[src/rtl/minmax_window_seq_pkg.sv]
// rtl/minmax_window_seq_pkg.sv - shared encodings and constants for the min/max window sequencer
package minmax_window_seq_pkg;

   localparam int MSB_DEF  = 31;
   localparam int CNTW_DEF = 16;

   typedef enum logic [1:0] {
      ST_IDLE = 2'd0,
      ST_CLR  = 2'd1,
      ST_RUN  = 2'd2
   } seq_state_t;

   // Values the datapath loads into its min and max registers on clear.
   localparam logic [MSB_DEF:0] DP_ALL_ONES = '1;
   localparam logic [MSB_DEF:0] DP_ZERO     = '0;

endpackage

[src/rtl/minmax_result_buf.sv]
// rtl/minmax_result_buf.sv - one-deep valid/ready holding register for window results
module minmax_result_buf
   import minmax_window_seq_pkg::*;
#(
   parameter int MSB  = MSB_DEF,
   parameter int CNTW = CNTW_DEF
) (
   input  logic            clock,
   input  logic            reset_n,
   input  logic            fill,
   input  logic [MSB:0]    fill_data,
   input  logic [CNTW-1:0] fill_index,
   input  logic            r_ready,
   output logic            r_valid,
   output logic [MSB:0]    r_data,
   output logic [CNTW-1:0] r_index
);

   // A fill always wins, so a drain and a refill in one cycle leaves the buffer full.
   always_ff @(posedge clock or negedge reset_n) begin
      if (!reset_n) begin
         r_valid <= 1'b0;
         r_data  <= '0;
         r_index <= '0;
      end else if (fill) begin
         r_valid <= 1'b1;
         r_data  <= fill_data;
         r_index <= fill_index;
      end else if (r_ready) begin
         r_valid <= 1'b0;
      end
   end

endmodule

[src/rtl/minmax_window_seq.sv]
// rtl/minmax_window_seq.sv - windowed sequencer driving the min/max/average datapath
module minmax_window_seq
   import minmax_window_seq_pkg::*;
#(
   parameter int MSB  = MSB_DEF,
   parameter int CNTW = CNTW_DEF
) (
   input  logic            clock,
   input  logic            reset_n,
   input  logic            start,
   input  logic            stop,
   input  logic [CNTW-1:0] win_len,
   input  logic            s_valid,
   output logic            s_ready,
   input  logic [MSB:0]    s_data,
   output logic [MSB:0]    dp_in,
   output logic            dp_clear,
   output logic            dp_enable,
   output logic            dp_reset,
   input  logic [MSB:0]    dp_out,
   output logic            r_valid,
   input  logic            r_ready,
   output logic [MSB:0]    r_data,
   output logic [CNTW-1:0] r_index,
   output logic            busy
);

   seq_state_t      state, state_nx;
   logic [CNTW-1:0] len_q;
   logic [CNTW-1:0] count_q;
   logic [CNTW-1:0] win_q;
   logic [MSB:0]    hold_q;
   logic            first_q;
   logic            last;
   logic            accept;
   logic            fill;

   assign last     = (count_q == len_q - CNTW'(1));
   // Only the closing sample of a window waits for room in the result buffer.
   assign s_ready  = (state == ST_RUN) && !(last && r_valid && !r_ready);
   assign accept   = s_valid && s_ready;
   // A sample taken in the same cycle as stop belongs to an abandoned window.
   assign fill     = accept && last && !stop;
   assign busy     = (state != ST_IDLE);
   assign dp_reset = 1'b0;

   // State register.
   always_ff @(posedge clock or negedge reset_n) begin
      if (!reset_n) state <= ST_IDLE;
      else          state <= state_nx;
   end

   // Next state and datapath controls; idle RUN cycles replay the held average,
   // which lies inside [min,max] and so keeps the datapath enabled without disturbing it.
   always_comb begin
      state_nx  = state;
      dp_clear  = 1'b1;
      dp_enable = 1'b0;
      dp_in     = s_data;
      case (state)
         ST_IDLE: begin
            if (start && !stop) state_nx = ST_CLR;
         end
         ST_CLR: begin
            state_nx = stop ? ST_IDLE : ST_RUN;
         end
         ST_RUN: begin
            dp_clear = 1'b0;
            if (accept) begin
               dp_enable = 1'b1;
            end else if (!first_q) begin
               dp_enable = 1'b1;
               dp_in     = hold_q;
            end
            if (stop)      state_nx = ST_IDLE;
            else if (fill) state_nx = ST_CLR;
         end
         default: state_nx = ST_IDLE;
      endcase
   end

   // Window length latch, per-window sample count, held average and window number.
   always_ff @(posedge clock or negedge reset_n) begin
      if (!reset_n) begin
         len_q   <= CNTW'(1);
         count_q <= '0;
         win_q   <= '0;
         hold_q  <= '0;
         first_q <= 1'b1;
      end else begin
         case (state)
            ST_IDLE: begin
               if (start && !stop) len_q <= (win_len == '0) ? CNTW'(1) : win_len;
            end
            ST_CLR: begin
               first_q <= 1'b1;
               count_q <= '0;
            end
            ST_RUN: begin
               if (accept) begin
                  hold_q  <= dp_out;
                  first_q <= 1'b0;
                  count_q <= count_q + CNTW'(1);
               end
               if (fill) win_q <= win_q + CNTW'(1);
            end
            default: ;
         endcase
      end
   end

   minmax_result_buf #(
      .MSB  (MSB),
      .CNTW (CNTW)
   ) u_result_buf (
      .clock      (clock),
      .reset_n    (reset_n),
      .fill       (fill),
      .fill_data  (dp_out),
      .fill_index (win_q),
      .r_ready    (r_ready),
      .r_valid    (r_valid),
      .r_data     (r_data),
      .r_index    (r_index)
   );

endmodule

[config.mk]
export PLATFORM = sky130hd
export DESIGN_NAME = minmax_window_seq
export DESIGN_NICKNAME = d
export VERILOG_FILES = /design/src/rtl/minmax_window_seq_pkg.sv /design/src/rtl/minmax_result_buf.sv /design/src/rtl/minmax_window_seq.sv
export SDC_FILE = /design/constraint.sdc
export NUM_CORES = 1
export LEC_CHECK = 0
export CORE_MARGIN = 2
export CORE_UTILIZATION = 44
export CTS_BUF_LIST = sky130_fd_sc_hd__clkbuf_4
export CTS_CLUSTER_DIAMETER = 30
export DETAILED_ROUTE_END_ITERATION = 12
export PLACE_DENSITY = 0.74
export RECOVER_POWER = 50
export SLEW_MARGIN = 5
export SYNTH_ARGS = -nofsm -noshare
export SYNTH_HDL_FRONTEND = slang
export SYNTH_SLANG_ARGS = --single-unit
[constraint.sdc]
create_clock -name clock -period 11 [get_ports clock]
set_input_delay 3.3 -clock clock [delete_from_list [all_inputs] [get_ports clock]]
set_output_delay 3.3 -clock clock [all_outputs]
set_load 0.1 [all_outputs]
== Word level (Yosys, flattened, before mapping) ==
Cells that the tools add are included.

* $add $sub $neg: 3
* Equality and inequality tests: 6
* Mux-type cells: 19
* Reduce and logical (&&, ||, !) cells: 20

{| class="wikitable"
|+ Operators with widths
! cell !! number
|-
| 2-to-1 mux 32 bit || 3
|-
| adder 16 x 1 -> 16 bit, second input constant || 2
|-
| 2-to-1 mux 16 bit || 2
|-
| one-hot mux 16 bit (2 select lines) || 1
|-
| equality test 16 bit || 1
|-
| zero test 16 bit || 1
|-
| subtractor 16 x 1 -> 16 bit, second input constant || 1
|-
| AND reduction 2 bit || 5
|-
| 2-to-1 mux 2 bit || 4
|-
| logical AND 1 bit || 7
|-
| 2-to-1 mux 1 bit || 7
|-
| one-hot mux 2 bit (3 select lines) || 1
|-
| nonzero test 2 bit || 3
|-
| inequality test 2 bit, second input constant || 2
|-
| zero test 1 bit || 3
|-
| inequality test 3 bit, second input constant || 1
|-
| equality test 2 x 1 -> 1 bit, second input constant || 1
|-
| equality test 2 bit, second input constant || 1
|-
| zero test 2 bit || 1
|-
| one-hot mux 1 bit (2 select lines) || 1
|}

* Flip-flop bits (word level): 132
* Output and inout port bits: 86
* Logic and storage cells: 57

== Longest topological paths before layout ==
Gate-level depths: netlist of the first run.

* Word-level depth: 12
* Mapped depth: 12
* Mapped depth without buffers: 10

== Modules after synthesis ==
From an unflattened synthesis of the first run, not the netlist that was laid out.

* Cells, all modules: 534
* Area, all modules: 6663.9 µm²

{| class="wikitable"
|+ By module, submodules not included
! module !! times used !! cells an instance !! area an instance (µm²)
|-
| minmax_window_seq || 1 || 430 || 4807.1
|-
| minmax_result_buf || 1 || 104 || 1856.8
|}

== Worst setup path after synthesis of the first run ==
Ideal clock, no wire load.

* Kind: input to output
* Start: input port r_ready
* End: output port dp_enable
* Data arrival time: 5455 ps
* Setup slack: 2245 ps
* Stages on the path: 5
* Cell sequence: nand2b_1 o31ai_4 buf_4 buf_4 a21oi_1

* Longest elaborated chain between the ends: 7

{| class="wikitable"
|+ Ends and longest elaborated chain
! item !! RTL line !! RTL
|-
| from (decl) || minmax_window_seq.sv:22 || <nowiki>input logic r_ready,</nowiki>
|-
| zero test 1 bit || minmax_window_seq.sv:40 || <nowiki>assign s_ready = (state == ST_RUN) && !(last && r_valid && !r_ready);</nowiki>
|-
| logical AND 1 bit || minmax_window_seq.sv:40 ||
|-
| zero test 1 bit || minmax_window_seq.sv:40 ||
|-
| logical AND 1 bit || minmax_window_seq.sv:40 ||
|-
| logical AND 1 bit || minmax_window_seq.sv:41 || <nowiki>assign accept = s_valid && s_ready;</nowiki>
|-
| 2-to-1 mux 1 bit || minmax_window_seq.sv:69 || <nowiki>if (accept) begin</nowiki>
|-
| 2-to-1 mux 1 bit || minmax_window_seq.sv:60 || <nowiki>case (state)</nowiki>
|-
| to (decl) || minmax_window_seq.sv:18 || <nowiki>output logic dp_enable,</nowiki>
|}

Every way passes these cells.

== Worst setup path after layout of the first run ==
* Start: input port r_ready
* End: output port dp_in[20]

* Longest elaborated chain between the ends: 7

{| class="wikitable"
|+ Ends and longest elaborated chain
! item !! RTL line !! RTL
|-
| zero test 1 bit || minmax_window_seq.sv:40 ||
|-
| logical AND 1 bit || minmax_window_seq.sv:40 ||
|-
| zero test 1 bit || minmax_window_seq.sv:40 ||
|-
| logical AND 1 bit || minmax_window_seq.sv:40 ||
|-
| logical AND 1 bit || minmax_window_seq.sv:41 ||
|-
| 2-to-1 mux 32 bit || minmax_window_seq.sv:69 ||
|-
| 2-to-1 mux 32 bit || minmax_window_seq.sv:60 ||
|-
| to (decl) || minmax_window_seq.sv:16 || <nowiki>output logic [MSB:0] dp_in,</nowiki>
|}

Every way passes these cells.

==> results of run 1 <==
## power by group through the flow
stage                     logic (mW)  clock network, mW  registers [mW]
after global routing           0.277              0.316           0.604
after global placement         0.252                  0           0.604
after floorplan                0.189                  0           0.582
after detailed placement       0.260                  0           0.604
final                          0.257              0.280           0.596
after CTS                      0.261              0.292           0.596
## per-stage QoR
step,hold slack (ns),cells
floorplan,0.436,512
global placement,0.456,845
detailed placement,0.459,845
CTS,0.474,875
global route,0.501,875
finish,0.474,875
## synth_stat cells, types with 2 or more instances
master / number / area share, %
sky130_fd_sc_hd__inv_1: 7 / 0.41
sky130_fd_sc_hd__nand4_1: 7 / 0.69
sky130_fd_sc_hd__dfrtp_1: 130 / 51
sky130_fd_sc_hd__buf_6: 3 / 0.53
sky130_fd_sc_hd__and2_1: 2 / 0.20
sky130_fd_sc_hd__xnor2_1: 15 / 2.1
sky130_fd_sc_hd__o41ai_1: 3 / 0.41
sky130_fd_sc_hd__nand2_1: 28 / 1.7
sky130_fd_sc_hd__or4_4: 2 / 0.35
sky130_fd_sc_hd__nand3_1: 17 / 1.3
sky130_fd_sc_hd__a21oi_1: 11 / 0.87
sky130_fd_sc_hd__nor3_1: 11 / 0.87
sky130_fd_sc_hd__nor3b_1: 2 / 0.24
sky130_fd_sc_hd__or3_1: 10 / 0.98
sky130_fd_sc_hd__o21ai_0: 14 / 1.1
sky130_fd_sc_hd__and3_1: 2 / 0.20
sky130_fd_sc_hd__buf_2: 9 / 0.71
sky130_fd_sc_hd__mux2_2: 95 / 17
sky130_fd_sc_hd__buf_4: 3 / 0.35
sky130_fd_sc_hd__nand2b_1: 7 / 0.69
sky130_fd_sc_hd__o32ai_1: 2 / 0.28
sky130_fd_sc_hd__o211ai_1: 7 / 0.83
sky130_fd_sc_hd__or2_2: 4 / 0.39
sky130_fd_sc_hd__or4_1: 5 / 0.59
sky130_fd_sc_hd__dfstp_2: 2 / 0.83
sky130_fd_sc_hd__o311ai_0: 3 / 0.41
sky130_fd_sc_hd__ha_1: 3 / 0.59
sky130_fd_sc_hd__nor2b_1: 2 / 0.20
sky130_fd_sc_hd__xor2_1: 22 / 3.0
sky130_fd_sc_hd__nor4_2: 2 / 0.39
sky130_fd_sc_hd__nor4_4: 2 / 0.67
sky130_fd_sc_hd__nor4_1: 9 / 0.89
sky130_fd_sc_hd__and4_1: 2 / 0.28
sky130_fd_sc_hd__nor2_1: 14 / 0.83
sky130_fd_sc_hd__mux2i_1: 2 / 0.31
sky130_fd_sc_hd__mux2_1: 30 / 5.3
sky130_fd_sc_hd__clkbuf_1: 7 / 0.41
## final timing paths
path | end | slack [ns] | from
min | first_q | 0.47 | first_q
min in group asynchronous | hold_q[2] | 4.27 | reset_n
max in group asynchronous | len_q[5] | 2.53 | reset_n
min reg2reg | first_q | 0.47 | first_q
max reg2reg | count_q[6] | 5.35 | len_q[1]
max | dp_in[20] | 1.72 | r_ready
## registers in the layout (all words and copies together), names as in the netlist
register / flops
hold_q: 32
u_result_buf.r_data: 32
count_q: 16
len_q: 16
u_result_buf.r_index: 16
win_q: 16
state: 2
first_q: 1
u_result_buf.r_valid: 1
## final cells by class
type | count | area share (%)
flip-flops and latches | 132 | 39.8
multi-input cells | 351 | 34.7
repair buffers | 175 | 19.7
well taps | 180 | 2.71
clock buffers | 22 | 1.99
clock inverters | 8 | 0.754
inverters | 7 | 0.317
## tightest hold or removal path: cells and delay by family (launching register included)
family	cells	cell delay, ns
flip-flops	1	0.39
AND/OR/NAND/NOR	2	0.09
## cell families (layout without fill, tap and decap cells)
kind of cell	Yosys count	after routing	synth area share (%)
flops	132	132	52.0
simple gates	131	131	11.8
mux	127	127	22.4
compound gates	52	52	5.63
xor+xnor	37	37	5.09
buf+inv	29	212	2.42
fa+ha+maj	3	3	0.590
other cells	1	1	0.0590
## metal layers
| metal | global-route usage (%) | part of all wire, % | vias up |
|---|---|---|---|
| met1 | 26.3 | 44 | 2262 |
| met4 | 6.74 | 1.4 | 0 |
| met3 | 8.26 | 8.1 | 19 |
| li1 | - | - | 2211 |
| met5 | 0 | 0 | - |
| met2 | 32.8 | 47 | 176 |
==> results.json, run 1 <==
{
  "whs_path_cells": 2,
  "synth_area_per_cell_sq_um": 12.4,
  "slew_headroom_pct": -184,
  "largest_net_degree_at_the_start_of_global_routing": 79,
  "std_cell_rows": 43,
  "critical-path-max-stage-delay_ns": 0.61,
  "startpoint_type": "primary input",
  "detailed_place_hpwl_mm": 11.0,
  "antenna_cells": 0,
  "worst_slew_pin_slew_ns": 4.26,
  "netlist-cell-type-count": 53,
  "critical_setup_path_class": "primary input to output port",
  "critical_path_buf_inv_count": 2,
  "violations": "capacitance limit, slew limit",
  "route.detailed.wl_per_inst_microns": 17.4,
  "max_cap_violations": 4,
  "total_global_route_track_usage_pct": 20.8,
  "power.internal_uw": 774,
  "cts.root.buffer_cell": "sky130_fd_sc_hd__clkbuf_4",
  "power.share.sequential_pct": 52.6,
  "report.power.total_mw": 1.13,
  "ys_ff_latch": 132,
  "p_leak_nw": 3.63,
  "cts-buffers-inserted": 17,
  "dp_worst_setup_slack_ns": 2.05,
  "final_cell_area_sq_um": 8300,
  "async_flop_share_pct": 100,
  "cts_hold_repair.buffers": 0,
  "drt_first_iter_violations": 248,
  "run_status": "complete, but fails checks",
  "wl_final_mm": 15.3,
  "number_of_buffers_added_on_ports": 170,
  "critPathCaptureType": "output port",
  "power.clock.fraction_pct": 24.7,
  "antenna_left": 0,
  "placeableCoreArea_sq_um": 14000,
  "p_per_area_nw_per_um2": 137,
  "number_of_pins_with_negative_max_slew_slack_in_the_final_report": 241,
  "multiInputGateArea_sq_um": 2880,
  "n_fill_cell": 1143,
  "cts_setup_buffers": 0,
  "switching_share_pct": 31.7,
  "post_layout_utilization_of_the_core_pct": 59.3,
  "detailedRoute.firstPassIterationCount": 4,
  "congestion_overflow_gr": 0,
  "dieArea_sq_um": 15400,
  "synthCells": 512,
  "start_util_pct": 45.5,
  "critPathRequiredTime_ns": 7.70,
  "antenna_found_initial": 0,
  "fmax_mhz": 108,
  "htree_levels": 4,
  "most-common-layout-cells": "134 x sky130_fd_sc_hd__clkdlybuf4s50_1, 130 x sky130_fd_sc_hd__dfrtp_1, 95 x sky130_fd_sc_hd__mux2_2",
  "switchingPower_uw": 359,
  "drt-vias-per-instance": 5.33,
  "cell_area_placed_sq_um": 8120,
  "timing.final.ws_setup_ns": 1.72,
  "final.period_utilization_pct": 84.4,
  "grt_pass1_vias": 4920,
  "setup-violations-final": 0,
  "ff_latch_area_sq_um": 3310,
  "grt_first_pass_wirelength_mm": 25.5,
  "min_period_ns": 9.28,
  "layout-area-overhead-vs-synth_pct": 30.4,
  "critical_path_arrival_ns": 5.98,
  "path_clk_slew_ns": 0.10,
  "ctsResizeCount": 0,
  "yosysWarnings": 0,
  "reg2reg_depth": 11,
  "worst_vdd_rail_ir_drop_mv": 0.0728,
  "final_hold_viol_count": 0,
  "edff_count_synth": 0,
  "dr_total_vias": 4668,
  "dieWidth_microns": 124,
  "min-delay-path-class": "flip-flop to flip-flop",
  "cts.sink_count": 132,
  "timing.critical_path.slowest_stage_cell": "sky130_fd_sc_hd__nand2_2",
  "synthesis.area_sq_um": 6360,
  "clock_tree_from_tritoncts": "done",
  "mostFrequentLayoutCell": "sky130_fd_sc_hd__clkdlybuf4s50_1",
  "drive_gt1_share_pct": 23.7,
  "die_height_microns": 124,
  "setup_total_negative_slack_ns": 0,
  "critical-path-top-delay-family": "simple AND/OR/NAND/NOR gates",
  "num-nets-final": 773,
  "combinationalPowerShare_pct": 22.7,
  "rsz0062_at_grt": "false",
  "drc_errors": 0,
  "synth_sequential_area_ratio_pct": 52.0,
  "gp_congestion": 0.852,
  "io_pins": 172,
  "clock-skew-final_ns": 0.0178,
  "skew_pair_late_insertion_delay_ns": 0.52,
  "timing.critical_path.fanout_max": 32,
  "ctsLongestPathBuffers": 2,
  "cell_by_cell_listing_of_the_critical_path": "dlygate4sd3_1 > nand2b_1 > o31ai_1 > nand2_2 > mux2_1 > buf_4",
  "dominantRegCellSynth": "sky130_fd_sc_hd__dfrtp_1",
  "synth_fp_nets": 601,
  "path_depth": 6
}
No activity file was read; power rests on OpenSTA's default activity.
==> run 2, diff against run 1 <==
Clock period 11 ns to 8.55 ns, I/O delays scaled along.
==> results.json, run 2 (synthesized netlist as in run 1, its figures left out) <==
{
  "run_status": "complete, but fails checks",
  "violations": "capacitance limit, slew limit",
  "placeableCoreArea_sq_um": 14000,
  "htree_levels": 4,
  "critical-path-top-delay-family": "simple AND/OR/NAND/NOR gates",
  "report.power.total_mw": 1.50,
  "critical_path_buf_inv_count": 2,
  "critical_path.startpoint": "r_ready",
  "critical_setup_path_class": "primary input to output port",
  "worst_vdd_rail_ir_drop_mv": 0.118,
  "ff_latch_area_sq_um": 3310,
  "drt_first_iter_violations": 323,
  "number_of_pins_with_negative_max_slew_slack_in_the_final_report": 188,
  "total_global_route_track_usage_pct": 21.0,
  "mostFrequentLayoutCell": "sky130_fd_sc_hd__clkdlybuf4s50_1",
  "min_period_ns": 7.63,
  "antenna_cells": 0,
  "max_cap_violations": 3,
  "placed_cells_incl_taps": 845,
  "skew_pair_late_insertion_delay_ns": 0.54,
  "setup_total_negative_slack_ns": 0,
  "io_pins": 172,
  "capturing_element_of_the_worst_setup_path": "dp_in[22]",
  "gp_congestion": 0.875,
  "number_of_buffers_added_on_ports": 170,
  "timing.critical_path.fanout_max": 32,
  "crit-reg2reg-launch": "len_q[1]",
  "final.period_utilization_pct": 89.2,
  "wl_final_mm": 15.6,
  "dieWidth_microns": 124,
  "antenna_left": 0,
  "cts_hold_repair.buffers": 0,
  "slew_headroom_pct": -104,
  "critical_path_arrival_ns": 5.06,
  "startpoint_type": "primary input",
  "post_layout_utilization_of_the_core_pct": 59.6,
  "detailedRoute.firstPassIterationCount": 5,
  "layout-area-overhead-vs-synth_pct": 31.2,
  "ctsLongestPathBuffers": 2,
  "rsz0062_at_grt": "false",
  "drt-vias-per-instance": 5.41,
  "antenna_found_initial": 0,
  "min-delay-path-class": "flip-flop to flip-flop",
  "clock_tree_from_tritoncts": "done",
  "multiInputGateArea_sq_um": 2880,
  "cts.sink_count": 132,
  "std_cell_rows": 43,
  "route.detailed.wl_per_inst_microns": 17.7,
  "drive_gt1_share_pct": 24.8,
  "path_depth": 6,
  "final_cells": 877,
  "r2r_slack_ns": 3.12,
  "drc_errors": 0,
  "p_leak_nw": 3.66,
  "dieArea_sq_um": 15400,
  "cts_setup_buffers": 0,
  "clock-skew-final_ns": 0.0261,
  "die_height_microns": 124,
  "final_hold_viol_count": 0,
  "grt_pass1_vias": 4970,
  "dr_total_vias": 4741,
  "most-common-layout-cells": "132 x sky130_fd_sc_hd__clkdlybuf4s50_1, 130 x sky130_fd_sc_hd__dfrtp_1, 95 x sky130_fd_sc_hd__mux2_2",
  "num-nets-final": 773,
  "ctsResizeCount": 0,
  "critical-path-max-stage-delay_ns": 0.56,
  "setup-violations-final": 0,
  "p_per_area_nw_per_um2": 180,
  "fmax_mhz": 131,
  "congestion_overflow_gr": 0,
  "path_clk_slew_ns": 0.11,
  "critPathCaptureType": "output port",
  "timing.critical_path.slowest_stage_cell": "sky130_fd_sc_hd__nand2_2",
  "grt_first_pass_wirelength_mm": 25.9,
  "largest_net_degree_at_the_start_of_global_routing": 76,
  "reg2reg_depth": 11,
  "cell_by_cell_listing_of_the_critical_path": "dlygate4sd3_1 > nand2b_1 > o31ai_1 > nand2_2 > mux2_1 > buf_4",
  "worst_slew_pin_slew_ns": 3.07,
  "cts-buffers-inserted": 17,
  "detailed_place_hpwl_mm": 11.3,
  "n_fill_cell": 1141,
  "critPathRequiredTime_ns": 5.99,
  "worst_r2r_endpoint": "win_q[3]",
  "start_util_pct": 45.5,
  "cts.root.buffer_cell": "sky130_fd_sc_hd__clkbuf_4",
  "reg_top3": "hold_q (32), u_result_buf.r_data (32)"
}
==> run 2: cell types whose count changed in the layout (fill, tap and decap cells not counted), sizes merged <==
cell           change
clkinv             +2
clkdlybuf4s50      -2
buf                +3
bufinv             +1
clkbuf             -2
==> run 2: how the worst min path moves through the flow <==
stage | start | to | slack, ns | cells after the start
detailed placement | win_q[15] | win_q[15] | 0.47 | 1
global route | win_q[15] | win_q[15] | 0.50 | 1
finish | win_q[15] | win_q[15] | 0.48 | 1
global placement | win_q[15] | win_q[15] | 0.46 | 1
CTS | win_q[15] | win_q[15] | 0.48 | 1
floorplan | win_q[15] | win_q[15] | 0.44 | 1
==> run 2: area by class of cell <==
cell class / instances / share of cell area [%]
flip-flops and latches: 132 / 39.6
multi-input cells: 351 / 34.6
repair buffers: 175 / 19.6
well taps: 180 / 2.70
inverters: 7 / 0.315
clock buffers: 21 / 1.89
clock inverters: 11 / 1.33
==> run 2: stage by stage <==
stage / setup WS (ns) / area, sq um / hold WS (ns)
after global routing: 0.756 / 8340 / 0.500
after floorplan: 1.27 / 6360 / 0.436
final: 0.925 / 8340 / 0.478
after global placement: 1.26 / 8120 / 0.456
after detailed placement: 1.18 / 8120 / 0.467
after CTS: 1.14 / 8380 / 0.483
==> run 2: power breakdown <==
part	switching, mW	internal [mW]
Combinational	0.185	0.143
Sequential	0.0704	0.700
Clock	0.219	0.183
Total	0.475	1.03
==> run 2: layer usage <==
layer	GRT usage, %	wire length [microns]	share of wire [%]	up-vias
met5	0	0	0	-
met3	8.61	1330	8.5	13
li1	-	-	-	2214
met1	26.9	6700	43	2345
met2	32.9	7330	47	169
met4	5.88	202	1.3	0
==> run 3, diff against run 2 <==
Settings changed: CORE_UTILIZATION 44 to 35, PLACE_DENSITY 0.74 to 0.64.
==> results.json, run 3 (synthesized netlist as in run 1, its figures left out) <==
{
  "critPathCaptureType": "output port",
  "grt_pass1_vias": 4941,
  "p_per_area_nw_per_um2": 188,
  "timing.final.ws_setup_ns": 0.780,
  "detailed_place_hpwl_mm": 11.5,
  "cell_area_placed_sq_um": 8190,
  "mostFrequentLayoutCell": "sky130_fd_sc_hd__clkdlybuf4s50_1",
  "cts.sink_count": 132,
  "final_hold_viol_count": 0,
  "antenna_found_initial": 1,
  "detailedRoute.firstPassIterationCount": 4,
  "route.detailed.wl_per_inst_microns": 17.0,
  "worst_slew_pin_slew_ns": 3.22,
  "die_height_microns": 139,
  "std_cell_rows": 49,
  "clock-skew-final_ns": 0.0264,
  "fmax_mhz": 129,
  "max_cap_violations": 2,
  "number_of_pins_with_negative_max_slew_slack_in_the_final_report": 135,
  "drive_gt1_share_pct": 25.4,
  "combinationalPowerShare_pct": 20.7,
  "critical-path-top-delay-family": "simple AND/OR/NAND/NOR gates",
  "drc_errors": 0,
  "min-delay-path-class": "flip-flop to flip-flop",
  "final_cell_area_sq_um": 8500,
  "start_util_pct": 35.5,
  "most-common-layout-cells": "132 x sky130_fd_sc_hd__clkdlybuf4s50_1, 130 x sky130_fd_sc_hd__dfrtp_1, 95 x sky130_fd_sc_hd__mux2_2",
  "dp_worst_setup_slack_ns": 1.08,
  "skew_pair_late_insertion_delay_ns": 0.54,
  "critPathRequiredTime_ns": 5.99,
  "antenna_left": 0,
  "number_of_buffers_added_on_ports": 170,
  "setup-violations-final": 0,
  "dieArea_sq_um": 19300,
  "min_period_ns": 7.77,
  "setup_total_negative_slack_ns": 0,
  "grt_first_pass_wirelength_mm": 25.7,
  "ctsResizeCount": 0,
  "startpoint_type": "primary input",
  "cts-buffers-inserted": 17,
  "final.period_utilization_pct": 90.9,
  "layout-area-overhead-vs-synth_pct": 33.6,
  "dieWidth_microns": 139,
  "violations": "capacitance limit, slew limit",
  "run_status": "complete, but fails checks",
  "path_clk_slew_ns": 0.13,
  "cts_setup_buffers": 0,
  "power.internal_mw": 1.09,
  "switching_share_pct": 31.8,
  "gp_congestion": 0.862,
  "placeableCoreArea_sq_um": 17900,
  "switchingPower_uw": 506,
  "reg_top3": "hold_q (32), u_result_buf.r_data (32)",
  "critical_path_arrival_ns": 5.21,
  "report.power.total_mw": 1.59,
  "htree_levels": 4,
  "slew_headroom_pct": -115,
  "power.clock.fraction_pct": 31.0,
  "cts_hold_repair.buffers": 0,
  "clock_tree_from_tritoncts": "done",
  "drt_first_iter_violations": 197,
  "p_leak_nw": 3.69,
  "dr_total_vias": 4720,
  "ctsLongestPathBuffers": 2,
  "timing.critical_path.fanout_max": 32,
  "cts.root.buffer_cell": "sky130_fd_sc_hd__clkbuf_4",
  "timing.critical_path.slowest_stage_cell": "sky130_fd_sc_hd__nand2_2",
  "critical_setup_path_class": "primary input to output port",
  "total_global_route_track_usage_pct": 16.8,
  "critical-path-max-stage-delay_ns": 0.58,
  "rsz0062_at_grt": "false",
  "drt-vias-per-instance": 5.09,
  "congestion_overflow_gr": 0,
  "power.share.sequential_pct": 48.3,
  "cell_by_cell_listing_of_the_critical_path": "dlygate4sd3_1 > nand2b_1 > o31ai_1 > nand2_2 > mux2_1 > buf_4",
  "num-nets-final": 773,
  "largest_net_degree_at_the_start_of_global_routing": 74,
  "wl_final_mm": 15.8,
  "worst_vdd_rail_ir_drop_mv": 0.105,
  "io_pins": 172,
  "critical_path_buf_inv_count": 2
}
==> run 3: cell types whose count changed in the layout (fill, tap and decap cells not counted), moves of 2 or more <==
cell and change:
sky130_fd_sc_hd__clkinv_1 -3, sky130_fd_sc_hd__clkbuf_4 -2, sky130_fd_sc_hd__clkinv_2 -3, sky130_fd_sc_hd__inv_6 +4
sky130_fd_sc_hd__clkinv_4 +2, sky130_fd_sc_hd__bufinv_16 +2
==> run 3: through the flow <==
stage	util [%]	hold WS [ns]	instances
3_3_place_gp	45.7	0.462	894
2_1_floorplan	-	0.436	512
3_5_place_dp	45.7	0.463	894
5_1_grt	47.5	0.505	927
4_1_cts	47.6	0.482	926
6_report	47.5	0.483	927
==> run 3: layer usage <==
| metal | share of wire, % | vias to the layer above | wire, microns | global-route usage, % |
|---|---|---|---|---|
| li1 | - | 2222 | - | - |
| met1 | 45 | 2317 | 7080 | 21.1 |
| met2 | 46 | 162 | 7300 | 26.5 |
| met3 | 7.4 | 19 | 1160 | 6.56 |
| met4 | 1.6 | 0 | 252 | 5.90 |
| met5 | 0 | - | 0 | 0 |
==> run 3: area by class of cell <==
cell class,count,area (sq um)
Fill cell,1642,9410
Sequential cell,132,3310
Multi-Input combinational cell,351,2880
Timing Repair Buffer,175,1650
Tap cell,229,287
Clock inverter,13,198
Clock buffer,19,143
Inverter,7,26.3
Antenna cell,1,2.50
==> run 3: worst register-to-register path, stage by stage (launching register included) <==
cell and delay, ns:
sky130_fd_sc_hd__dfrtp_1 0.46, sky130_fd_sc_hd__inv_1 0.10, sky130_fd_sc_hd__ha_1 0.22, sky130_fd_sc_hd__nor3b_1 0.55, sky130_fd_sc_hd__nand2_1 0.17, sky130_fd_sc_hd__a2111oi_0 0.42
sky130_fd_sc_hd__nand3_1 0.15, sky130_fd_sc_hd__or4_4 0.54, sky130_fd_sc_hd__nor4_4 0.79, sky130_fd_sc_hd__buf_4 0.60, sky130_fd_sc_hd__mux2_2 0.45
==> run 3: final timing paths <==
path,to,from,cells after the start,slack (ns)
max in group asynchronous,u_result_buf.r_data[4],reset_n,2,2.34
worst max register to register,u_result_buf.r_data[29],len_q[1],10,4.01
worst min register to register,win_q[15],win_q[15],1,0.48
worst max-delay path,dp_in[25],r_ready,6,0.78
worst min-delay path,win_q[15],win_q[15],1,0.48
min in group asynchronous,u_result_buf.r_data[1],reset_n,1,3.07
==> run 3: power by group through the flow <==
stage | Combinational, mW | Clock [mW] | Sequential (mW)
3_3_place_gp | 0.326 | 0 | 0.778
3_5_place_dp | 0.335 | 0 | 0.779
4_1_cts | 0.336 | 0.514 | 0.769
2_1_floorplan | 0.244 | 0 | 0.749
5_1_grt | 0.355 | 0.543 | 0.778
6_report | 0.331 | 0.494 | 0.770
==> variant: new RTL, settings of run 3 <==
Change the package constant `CNTW_DEF` from 16 to 17.
--- a/src/rtl/minmax_window_seq_pkg.sv
+++ b/src/rtl/minmax_window_seq_pkg.sv
@@ -3,5 +3,5 @@
 
    localparam int MSB_DEF  = 31;
-   localparam int CNTW_DEF = 16;
+   localparam int CNTW_DEF = 17;
 
    typedef enum logic [1:0] {
Ports: changed (resized r_index and win_len); port bits go from 172 to 174. The function was not compared with the original's and may differ.
==> variant against run 3 <==
  * The flow still finishes with violations (capacitance limit, slew limit)
  * Setup slack gained 82 ps
  * Sequential cell count up 4
  * Sequential share of layout area down 0.88 points
  * First-iteration DRC count fell by 20%
  * Total power shrank 0.14%
  * Clock power is 8.5% lower
  * Design area increased by 5.4%
  * Wire length shrank 3.1%
  * Worst hold slack got worse by 5.7 ps
  * Area after synthesis grew 2.5%
  * Via count shrank 1.6%
  * Global-route usage decreased by 0.40 points
  * Die area is 2.4% higher
  * Critical endpoint is now dp_in[8]
  * Largest cell class unchanged
  * Largest power group unchanged
  * Highest routed layer unchanged
==> variant: results (changes against run 3) <==
| Metric | Value |
|---|---|
| Status | finished, violations left |
| Violated checks | capacitance limit, slew limit |
| Global-route wire length before repair | 25,700 um (+0.11%) |
| Ys async rst share | 1.00 (unchanged) |
| Antenna-violating nets left | 0 (unchanged) |
| TritonRoute pass-1 iters | 4 (unchanged) |
| IO buf count | 172 (+1.2%) |
| Fin. max-slew vios | 169 (+25%) |
| Initial antenna violation count | 0 (-1) |
| Largest cells by area after synthesis | dfrtp_1, mux2_2, xnor2_1 |
| # Post-CTS Setup Buffers | 0 (unchanged) |
| Crit path max fanout | 32 (unchanged) |
| 1st-iter DRT viols | 158 (-20%) |
| Fill cells | 1,615 (-1.6%) |
| Diodes inserted | 0 (-1) |
| Final hold vios | 0 (unchanged) |
| Post-CTS Resized | 0 (unchanged) |
| CTS buffer count | 17 (unchanged) |
| Vias in the first global route | 5,027 (+1.7%) |
| CP arrival | 5120 ps (-90 ps) |
| GPL Wtd Cong | 0.801 (-7.1%) |
| Peak VDD IR | 0.0857 mV (-19%) |
| Nets | 771 (-0.26%) |
| GR Util All Layers | 0.164 (-0.00404) |
| Largest net degree at the start of global routing | 81 (+9.5%) |
| Drt wl/cell | 16.6 um (-2.5%) |
| Max Root-Sink Buffers | 2 (unchanged) |
| CTS H-tree lvls | 4 (unchanged) |
| Number of distinct library cells after synthesis | 49 (-7.5%) |
| Leak Pwr | 3.78 nW (+2.3%) |
| Skew-Pair Late Insertion Delay | 540 ps (about the same) |
| Internal power | 1.10 mW (+1.1%) |
| Syn_nets | 605 (+0.67%) |
| Rel. slew slack | -1.83 (-0.682) |
| Worst min path class | flip-flop to flip-flop |
| Clk_skew | 22.3 ps (-4.11 ps) |
| Vias/cell | 5.04 (-1.1%) |
| Clock-pin slew on the worst setup and hold paths | about 120 ps |
| Synth top cells by count | dfrtp_1, mux2_2, xnor2_1 |
| Layout cells sized above 1 | 0.297 (+0.0433) |
| Post-synthesis sequential area ratio | 0.522 (+0.00259) |
| Largest regs | hold_q: 32 flops, u_result_buf.r_data: 32 flops |
| MaxCap Viol Count | 3 (+1) |
| Yosys warning count | 0 (unchanged) |
| Post-detail-place hpwl | 10,900 um (-5.1%) |
| Root Driver | clkbuf_4 |
variant: stage by stage:
stage               cell area, um2  instances  setup slack, ps  utilization
detailed placement            8690        891              925        0.479
CTS                           8990        922              931        0.495
global placement              8690        891             1010        0.479
finish                        8960        922              862        0.494
floorplan                     6520        515             1230            -
global route                  8960        922              694        0.494
variant: routing by layer:
| layer | part of all wire | wire length (um) | global-route usage |
|---|---|---|---|
| met1 | 0.42 | 6420 | 0.202 |
| met2 | 0.51 | 7750 | 0.272 |
| met3 | 0.065 | 1000 | 0.0544 |
| met4 | 0.0094 | 144 | 0.0532 |
| met5 | 0 | 0 | 0 |
variant: final timing paths:
| path | startpoint | endpoint | slack (ps) | cells after the start |
|---|---|---|---|---|
| setup / recovery | r_ready | dp_in[8] | 860 | 7 |
| hold / removal | first_q | first_q | 480 | 2 |
| setup reg to reg | len_q[1] | win_q[7] | 2630 | 11 |
| hold reg to reg | first_q | first_q | 480 | 2 |
| max in group asynchronous | reset_n | u_result_buf.r_data[0] | 2010 | 2 |
| min in group asynchronous | reset_n | u_result_buf.r_valid | 3500 | 1 |
variant: layout make-up:
type,instances,area share
sequential,136,0.380
clock inverter,14,0.0191
multi-input combinational,345,0.323
inverter,6,0.00251
clock buffer,17,0.0142
timing repair buffer,175,0.229
tap,229,0.0320
variant: cell families (layout without fill, tap and decap cells):
kind of cell | after synthesis | after routing | share of synthesized area
compound gates | 44 | 44 | 0.0428
xor+xnor | 37 | 37 | 0.0497
fa+ha+maj | 3 | 3 | 0.00576
buf+inv | 34 | 212 | 0.0324
flops | 136 | 136 | 0.522
mux | 135 | 135 | 0.232
other cells | 1 | 1 | 0.000575
simple gates | 125 | 125 | 0.114
variant: worst max-delay path, stage by stage:
cell,delay [ps]
dlygate4sd3_1,530
nor2b_1,280
nand2_1,170
o31ai_4,300
nand2_2,520
mux2_1,560
buf_12,180
variant: power by group through the flow:
stage / Sequential, mW / Clock, mW / Combinational [mW]
6_report: 0.778 / 0.452 / 0.361
5_1_grt: 0.789 / 0.497 / 0.388
4_1_cts: 0.780 / 0.470 / 0.367
3_5_place_dp: 0.793 / 0 / 0.366
3_3_place_gp: 0.790 / 0 / 0.355
2_1_floorplan: 0.769 / 0 / 0.245
